### src/rtl/rs232_pkg.sv
// rtl/rs232_pkg.sv - shared RS-232 FSM state encoding and the clogb2 helper
package rs232_pkg;

   typedef enum logic [2:0] {
      S_IDLE   = 3'd0,
      S_START  = 3'd1,
      S_DATA   = 3'd2,
      S_PARITY = 3'd3,
      S_STOP   = 3'd4,
      S_BREAK  = 3'd5
   } rs232_state_t;

   // Bits needed to hold the value itself, so a counter can reach it inclusively.
   function automatic int clogb2(input int value);
      int w;
      w = 0;
      for (int v = value; v > 0; v = v >> 1) w++;
      if (w == 0) w = 1;
      return w;
   endfunction

endpackage

### src/rtl/rs232_sync.sv
// rtl/rs232_sync.sv - two-flop synchronizer for the idle-high serial line
module rs232_sync (
   input  logic clk,
   input  logic rst_n,
   input  logic i_d,
   output logic o_q
);

   logic r_meta;
   logic r_sync;

   always_ff @(posedge clk or negedge rst_n) begin
      if (!rst_n) begin
         r_meta <= 1'b1;
         r_sync <= 1'b1;
      end else begin
         r_meta <= i_d;
         r_sync <= r_meta;
      end
   end

   assign o_q = r_sync;

endmodule

### src/rtl/rs232_deser.sv
// rtl/rs232_deser.sv - 8N1 deserializer into an RX FIFO; RS232_DES_PARITY_EN selects 8E1
module rs232_deser
   import rs232_pkg::*;
#(
   parameter int P_CLK_FREQ_HZ = 100000000,
   parameter int P_BAUD_RATE   = 9600
) (
   input  logic       clk,
   input  logic       rst_n,
   input  logic       rx,
   output logic [7:0] rx_fifo_data,
   output logic       rx_fifo_wr_en,
   input  logic       rx_fifo_full,
   output logic       frame_err,
   output logic       overrun,
   output logic       parity_err,
   output logic       busy
);

   localparam int BIT_CNT_MAX = P_CLK_FREQ_HZ / P_BAUD_RATE;
   localparam int HALF_CNT    = BIT_CNT_MAX / 2;
   localparam int CNT_W       = clogb2(BIT_CNT_MAX);
   localparam logic [CNT_W-1:0] L_MAX  = CNT_W'(BIT_CNT_MAX);
   localparam logic [CNT_W-1:0] L_HALF = CNT_W'(HALF_CNT);

   rs232_state_t     r_state;
   rs232_state_t     w_next;
   logic [CNT_W-1:0] r_cnt;
   logic [2:0]       r_bit_cnt;
   logic [7:0]       r_shift;
   logic [7:0]       r_data;
   logic             r_wr_en;
   logic             r_frame_err;
   logic             r_overrun;
   logic             w_rx_s;
   logic             w_cnt_clr;
   logic             w_sample;
   logic             w_wr;
   logic             w_ferr;
   logic             w_ovr;
`ifdef RS232_DES_PARITY_EN
   logic             r_par_bad;
   logic             r_parity_err;
   logic             w_par_sample;
   logic             w_perr;
`endif

   rs232_sync u_sync (
      .clk   (clk),
      .rst_n (rst_n),
      .i_d   (rx),
      .o_q   (w_rx_s)
   );

   always_comb begin
      w_next    = r_state;
      w_cnt_clr = 1'b0;
      w_sample  = 1'b0;
      w_wr      = 1'b0;
      w_ferr    = 1'b0;
      w_ovr     = 1'b0;
`ifdef RS232_DES_PARITY_EN
      w_par_sample = 1'b0;
      w_perr       = 1'b0;
`endif
      case (r_state)
         S_IDLE: begin
            w_cnt_clr = 1'b1;
            if (!w_rx_s) w_next = S_START;
         end
         S_START: begin
            // A start bit that is no longer low at half a bit was a glitch.
            if (r_cnt == L_HALF) begin
               w_cnt_clr = 1'b1;
               w_next    = w_rx_s ? S_IDLE : S_DATA;
            end
         end
         S_DATA: begin
            if (r_cnt == L_MAX) begin
               w_cnt_clr = 1'b1;
               w_sample  = 1'b1;
`ifdef RS232_DES_PARITY_EN
               if (r_bit_cnt == 3'd7) w_next = S_PARITY;
`else
               if (r_bit_cnt == 3'd7) w_next = S_STOP;
`endif
            end
         end
`ifdef RS232_DES_PARITY_EN
         S_PARITY: begin
            if (r_cnt == L_MAX) begin
               w_cnt_clr    = 1'b1;
               w_par_sample = 1'b1;
               w_next       = S_STOP;
            end
         end
`endif
         S_STOP: begin
            if (r_cnt == L_MAX) begin
               w_cnt_clr = 1'b1;
               if (w_rx_s) begin
                  w_next = S_IDLE;
`ifdef RS232_DES_PARITY_EN
                  if (r_par_bad) w_perr = 1'b1;
                  else
`endif
                  if (rx_fifo_full) w_ovr = 1'b1;
                  else              w_wr  = 1'b1;
               end else begin
                  w_ferr = 1'b1;
                  w_next = S_BREAK;
               end
            end
         end
         S_BREAK: begin
            w_cnt_clr = 1'b1;
            if (w_rx_s) w_next = S_IDLE;
         end
         default: begin
            w_cnt_clr = 1'b1;
            w_next    = S_IDLE;
         end
      endcase
   end

   always_ff @(posedge clk or negedge rst_n) begin
      if (!rst_n) begin
         r_state     <= S_IDLE;
         r_cnt       <= '0;
         r_bit_cnt   <= '0;
         r_shift     <= '0;
         r_data      <= '0;
         r_wr_en     <= 1'b0;
         r_frame_err <= 1'b0;
         r_overrun   <= 1'b0;
`ifdef RS232_DES_PARITY_EN
         r_par_bad    <= 1'b0;
         r_parity_err <= 1'b0;
`endif
      end else begin
         r_state     <= w_next;
         r_cnt       <= w_cnt_clr ? '0 : r_cnt + CNT_W'(1);
         r_wr_en     <= w_wr;
         r_frame_err <= w_ferr;
         r_overrun   <= w_ovr;
         if (r_state == S_IDLE) r_bit_cnt <= '0;
         else if (w_sample)     r_bit_cnt <= r_bit_cnt + 3'd1;
         if (w_sample) r_shift <= {w_rx_s, r_shift[7:1]};
         if (w_wr)     r_data  <= r_shift;
`ifdef RS232_DES_PARITY_EN
         // Even parity: the received bit must equal the XOR of the data bits.
         if (w_par_sample) r_par_bad <= w_rx_s ^ (^r_shift);
         r_parity_err <= w_perr;
`endif
      end
   end

   assign rx_fifo_data  = r_data;
   assign rx_fifo_wr_en = r_wr_en;
   assign frame_err     = r_frame_err;
   assign overrun       = r_overrun;
   assign busy          = (r_state != S_IDLE);
`ifdef RS232_DES_PARITY_EN
   assign parity_err    = r_parity_err;
`else
   assign parity_err    = 1'b0;
`endif

endmodule

### config.mk
export PLATFORM = sky130hd
export DESIGN_NAME = rs232_deser
export DESIGN_NICKNAME = d
export VERILOG_FILES = /design/src/rtl/rs232_pkg.sv /design/src/rtl/rs232_sync.sv /design/src/rtl/rs232_deser.sv
export SDC_FILE = /design/constraint.sdc
export NUM_CORES = 1
export LEC_CHECK = 0
export ABC_AREA = 0
export BUFFER_PORTS_ARGS = -buffer_cell sky130_fd_sc_hd__buf_2
export CORE_MARGIN = 2
export CORE_UTILIZATION = 35
export CTS_CLUSTER_DIAMETER = 150
export DETAILED_ROUTE_END_ITERATION = 16
export HOLD_SLACK_MARGIN = 0.02
export PLACE_DENSITY = 0.52
export SYNTH_ARGS = -nofsm -noshare
export SYNTH_HDL_FRONTEND = slang
export SYNTH_HIERARCHICAL = 1
export SYNTH_SLANG_ARGS = --single-unit
### constraint.sdc
create_clock -name clk -period 2.8 [get_ports clk]
set_input_delay 0.28 -clock clk [delete_from_list [all_inputs] [get_ports clk]]
set_output_delay 0.28 -clock clk [all_outputs]
set_load 0.02 [all_outputs]
Word-level counts from Yosys, hierarchy flattened

Cells that the tools add are included.

Register bits: 41
Bits of input ports: 4
Word-level logic and storage cells: 57

$add $sub $neg: 2
Eq/ne operators: 13
Multiplexer cells: 27
Reductions and logical operators: 5

Operator list:

| kind                                                   | count |
|---|---|
| two-way mux 3 bit                                      | 9 |
| case mux 3 bit (5 select lines)                        | 1 |
| adder 14 x 1 -> 14 bit (second input constant)         | 1 |
| equality test 14 x 13 -> 1 bit (second input constant) | 1 |
| equality test 14 bit (second input constant)           | 1 |
| two-way mux 1 bit                                      | 14 |
| two-way mux 14 bit                                     | 1 |
| != test 2 bit (second input constant)                  | 5 |
| equality test 3 bit (second input constant)            | 3 |
| AND reduction 6 bit                                    | 1 |
| adder 3 x 1 -> 3 bit (second input constant)           | 1 |
| equality test 3 x 1 -> 1 bit (second input constant)   | 1 |
| equality test 3 x 2 -> 1 bit (second input constant)   | 1 |
| logical NOT 3 bit                                      | 1 |
| nonzero test 3 bit                                     | 1 |
| two-way mux 2 bit                                      | 1 |
| != test 2 x 1 -> 1 bit (second input constant)         | 1 |
| case mux 1 bit (2 select lines)                        | 1 |
| nonzero test 2 bit                                     | 1 |
| OR reduction 2 bit                                     | 1 |

Longest topological paths before layout

Depth in word-level cells: 5
Mapped depth: 7

Modules after synthesis

Netlist, hierarchy kept.

Modules (own cells, without submodules):

| module      | instances | cells each | area each (µm²) |
|---|---|---|---|
| rs232_deser | 1         | 154        | 1798.0 |
| rs232_sync  | 1         | 2          | 52.6 |

Worst setup path after synthesis

No wires, ideal clock.

Path kind: flip-flop to flip-flop
Start: register r_cnt[0]
End: register r_data[0], in the netlist rx_fifo_data[0]
Setup time: 0.125 ns
Arrival time: 2.182 ns
Setup slack: 0.493 ns
Cell stages (with the launch flop): 8
Clock period less this slack: 2.307 ns
Cell sequence: dfrtp_1 -> inv_1 -> ha_1 -> or4b_4 -> nor4_4 -> and4b_1 -> buf_6 -> mux2_2

Longest elaborated chain between the ends: 3

Ends and longest elaborated chain:

| item                   | line               | source |
|---|---|---|
| start, declared        | rs232_deser.sv:28  | `logic [CNT_W-1:0] r_cnt;` |
| start signal, assigned | rs232_deser.sv:142 | `r_cnt <= w_cnt_clr ? '0 : r_cnt + CNT_W'(1);` |
| equality test 14 bit   | rs232_deser.sv:99  | `if (r_cnt == L_MAX) begin` |
| two-way mux 1 bit      | rs232_deser.sv:99  |  |
| two-way mux 1 bit      | rs232_deser.sv:66  | `case (r_state)` |
| named net w_wr         | rs232_deser.sv:38  | `logic w_wr;` |
| end signal, assigned   | rs232_deser.sv:149 | `if (w_wr) r_data <= r_shift;` |
| end, declared          | rs232_deser.sv:31  | `logic [7:0] r_data;` |

The timed path passes the listed nets, and every way through them passes these cells.
A chain may end at the register's enable or synchronous reset.

Worst setup path after layout

Start: register r_cnt[0]
End: register r_data[7], in the netlist rx_fifo_data[7]

Longest elaborated chain between the ends: 3

Ends and longest elaborated chain:

| item                 | line |
|---|---|
| equality test 14 bit | rs232_deser.sv:99 |
| two-way mux 1 bit    | rs232_deser.sv:99 |
| two-way mux 1 bit    | rs232_deser.sv:66 |

No other way between the ends.

==> results.sh <==
export IMPL_status="complete, no violations"
export IMPL_p_sw_uw=225.9
export IMPL_yosysSeqAreaShare_pct=55.58
export IMPL_grt_pass1_wl_um=5706
export IMPL_p_per_area_nw_per_um2=516.4
export IMPL_via_count=1217
export IMPL_cts_sinks=41
export IMPL_relSlewSlack_pct=40.92
export IMPL_p_seq_share_pct=54.7
export IMPL_avgRoutedWirePerCell_um=13.11
export IMPL_diodes=0
export IMPL_cts_clk_slew_worst_paths_ns=0.08
export IMPL_io_buffers=15
export IMPL_start_util_pct=36.23
export IMPL_required_ns=2.99
export IMPL_yosys_area_top_type="dfrtp_1"
export IMPL_fmax_mhz=418.8
export IMPL_switching_share_pct=20.75
export IMPL_end_kind="flip-flop"
export IMPL_p_leak_nw=0.9756
export IMPL_die_w_um=76.72
export IMPL_synthMuxAreaShare_pct=10.34
export IMPL_path_cells="inv_1 > ha_1 > or4b_4 > nor4_4 > and4b_1 > mux2_2"
export IMPL_worst_slew_pin_slew_ns=0.8862
export IMPL_synthAdderAreaFrac_pct=2.705
export IMPL_yosys_register_bits=41
export IMPL_synth_top_area_share_pct=52.74
export IMPL_yosys_top_cells_area="dfrtp_1 53%, mux2_2 10%, xnor2_1 4.7%"
export IMPL_path_class="reg -> reg"
export IMPL_viasPerCell=4.947
export IMPL_final_hold_violation_count=0
export IMPL_async_flop_share_pct=100.0
export IMPL_dieArea_um2=5885
export IMPL_syn_num_nets=164
export IMPL_cp_max_fo=9
export IMPL_cts_root_buffer_cell="clkbuf_8"
export IMPL_finalCritPeriodShare_pct=85.27
export IMPL_placed_cells=238
export IMPL_postCtsSetupBuffers=0
export IMPL_comb_power_share_pct=1.4
export IMPL_grt_pass1_vias=1269
export IMPL_start_kind="flip-flop"
export IMPL_htree_levels=2
export IMPL_track_usage_pct=12.19
export IMPL_intPower_uw=862.9
export IMPL_synth_compound_area_share_pct=3.516
export IMPL_arrival_ns=2.57
export IMPL_cts_buffer_depth=2
export IMPL_area_growth_synth_to_final_pct=13.93
export IMPL_dr_pass1_iters=4
export IMPL_routed_wl_um=3225
export IMPL_cts_buffers=5
export IMPL_yosysUniqueCellTypes=36
export IMPL_drcViolationCount=0
export IMPL_synthCells=156
export IMPL_synth_most_common_cell="dfrtp_1"
export IMPL_ant_nets=0
export IMPL_peakVddDrop_mv=0.2284
export IMPL_period_minus_slack_ns=2.388
export IMPL_synthXorXnorAreaFrac_pct=5.680
export IMPL_place_hpwl_um=2302
export IMPL_fp_dieH_um=76.72
export IMPL_cts_hold_buffers=0
export IMPL_row_count=26
export IMPL_critical_path_buf_inv_count=1
export IMPL_fin_util_pct=41.28
export IMPL_gp_congestion=0.8441
export IMPL_fin_worst_skew_ns=0.002882
export IMPL_synth_simple_area_share_pct=19.47
export IMPL_cts_tree="yes"
export IMPL_drive_above_1_share_pct=28.41
export IMPL_grt_max_degree=42
export IMPL_initialDrtViolationCount=37
export IMPL_synth_edff_count=0
export IMPL_synth_flop_cell="dfrtp_1"
export IMPL_drv_cap=0
export IMPL_rsz0062_at_grt="false"
export IMPL_synth_area_per_cell_um2=11.86
export IMPL_grt_overflow=0
export IMPL_io_pins=17
export IMPL_clk_latency_ns=0.30
export IMPL_cpPeakStageDelay_ns=0.49
export IMPL_instances_no_fill=246
export IMPL_setup_violations=0
export IMPL_fillers=520
export IMPL_pwr_share_clk_pct=43.9
export IMPL_final_max_slew_violation_count=0
export IMPL_synth_top_family_by_area="simple AND/OR/NAND/NOR gates"
export IMPL_syn_area_um2=1851
export IMPL_hp_class="in -> reg"
export IMPL_critPathSlowestCell="or4b_4"
export IMPL_path_delay_family="simple AND/OR/NAND/NOR gates"
export IMPL_cts_resized=0
export IMPL_antenna_found_initial=0
export IMPL_synth_warnings=6
export IMPL_ys_top_cells_by_count="39 x dfrtp_1, 21 x nor2_1, 17 x mux2_2, 10 x xnor2_1, 8 x nand2_1"
export IMPL_nNetsFinal=183
export IMPL_core_um2=5107
export IMPL_fin_tns_setup_ns=0
[sequential cells by signal, indices dropped and copies added (netlist names)]
register / count
rx_fifo_wr_en: 1
u_sync/r_meta: 1
frame_err: 1
overrun: 1
r_bit_cnt: 3
r_state: 3
u_sync/o_q: 1
rx_fifo_data: 8
r_shift: 8
r_cnt: 14
[final timing paths]
kind                                    startpoint                     endpoint  slack, ns  depth (start not counted)
hold reg to reg            u_sync/r_meta$_DFF_PN1_         u_sync/o_q$_DFF_PN1_       0.36                          0
setup reg to reg                r_cnt[0]$_DFF_PN0_  rx_fifo_data[7]$_DFFE_PN0P_       0.41                          6
min in group asynchronous                    rst_n     r_bit_cnt[2]$_DFFE_PN0P_       0.10                          1
hold / removal                                  rx      u_sync/r_meta$_DFF_PN1_       0.08                          1
max in group asynchronous                    rst_n           r_cnt[5]$_DFF_PN0_       2.15                          1
setup / recovery                r_cnt[0]$_DFF_PN0_  rx_fifo_data[7]$_DFFE_PN0P_       0.41                          6
[power groups by stage]
| stage | combinational [mW] | clock, mW | sequential [mW] |
|---|---|---|---|
| floorplan | 0.00325 | 0 | 0.607 |
| global placement | 0.0158 | 0 | 0.607 |
| detailed placement | 0.0164 | 0 | 0.607 |
| CTS | 0.0164 | 0.498 | 0.596 |
| global route | 0.0184 | 0.522 | 0.596 |
| finish | 0.0152 | 0.478 | 0.595 |
[kinds of logic after synthesis]
family                     count (synthesis)
other                                      1
muxes                                     17
buffers and inverters                      9
xor gates and xnor gates                  12
and+or+nand+nor                           64
AOI/OAI and AO/OA                          8
adders and majority gates                  4
DFF                                       41
[metal layers]
metal	track usage (%)	vias up	wire (um)
met5	0	-	0
met4	7.091	0	104
met3	3.647	11	131
met2	19.47	26	1524
li1	-	578	-
met1	14.57	602	1465
[placed cells by master (no fill, tap or decap), drive strengths merged, types with 2 or more instances in the layout]
cell,count
nand3,6
or4b,2
nand2b,5
nor2,21
nand4,4
nor3,6
nand2,8
xor2,2
dfstp,2
clkbuf,5
o211ai,2
nor2b,2
dfrtp,39
mux2,17
inv,5
nor4,5
xnor2,10
ha,4
buf,16
[per-stage QoR]
step | hold WS [ns] | cell area [um2] | worst slack (ns) | total power, mW
floorplan | -0.01559 | 1851 | 0.4935 | 0.6102
global placement | 0.3475 | 1993 | 0.4484 | 0.6231
detailed placement | 0.3484 | 1993 | 0.3911 | 0.6237
CTS | 0.06444 | 2108 | 0.3831 | 1.110
global route | 0.06512 | 2108 | 0.2265 | 1.136
finish | 0.07680 | 2108 | 0.4124 | 1.089
[layout make-up]
type                            instances  area (um2)  area share (%)
Clock buffer                            5       68.82           3.264
Clock inverter                          3       46.29           2.196
Inverter                                5       18.77          0.8902
Multi-Input combinational cell        106       775.7           36.80
Sequential cell                        41        1028           48.78
Tap cell                               70       87.58           4.154
Timing Repair Buffer                   16       82.58           3.917
No activity file was read; power rests on OpenSTA's default activity.
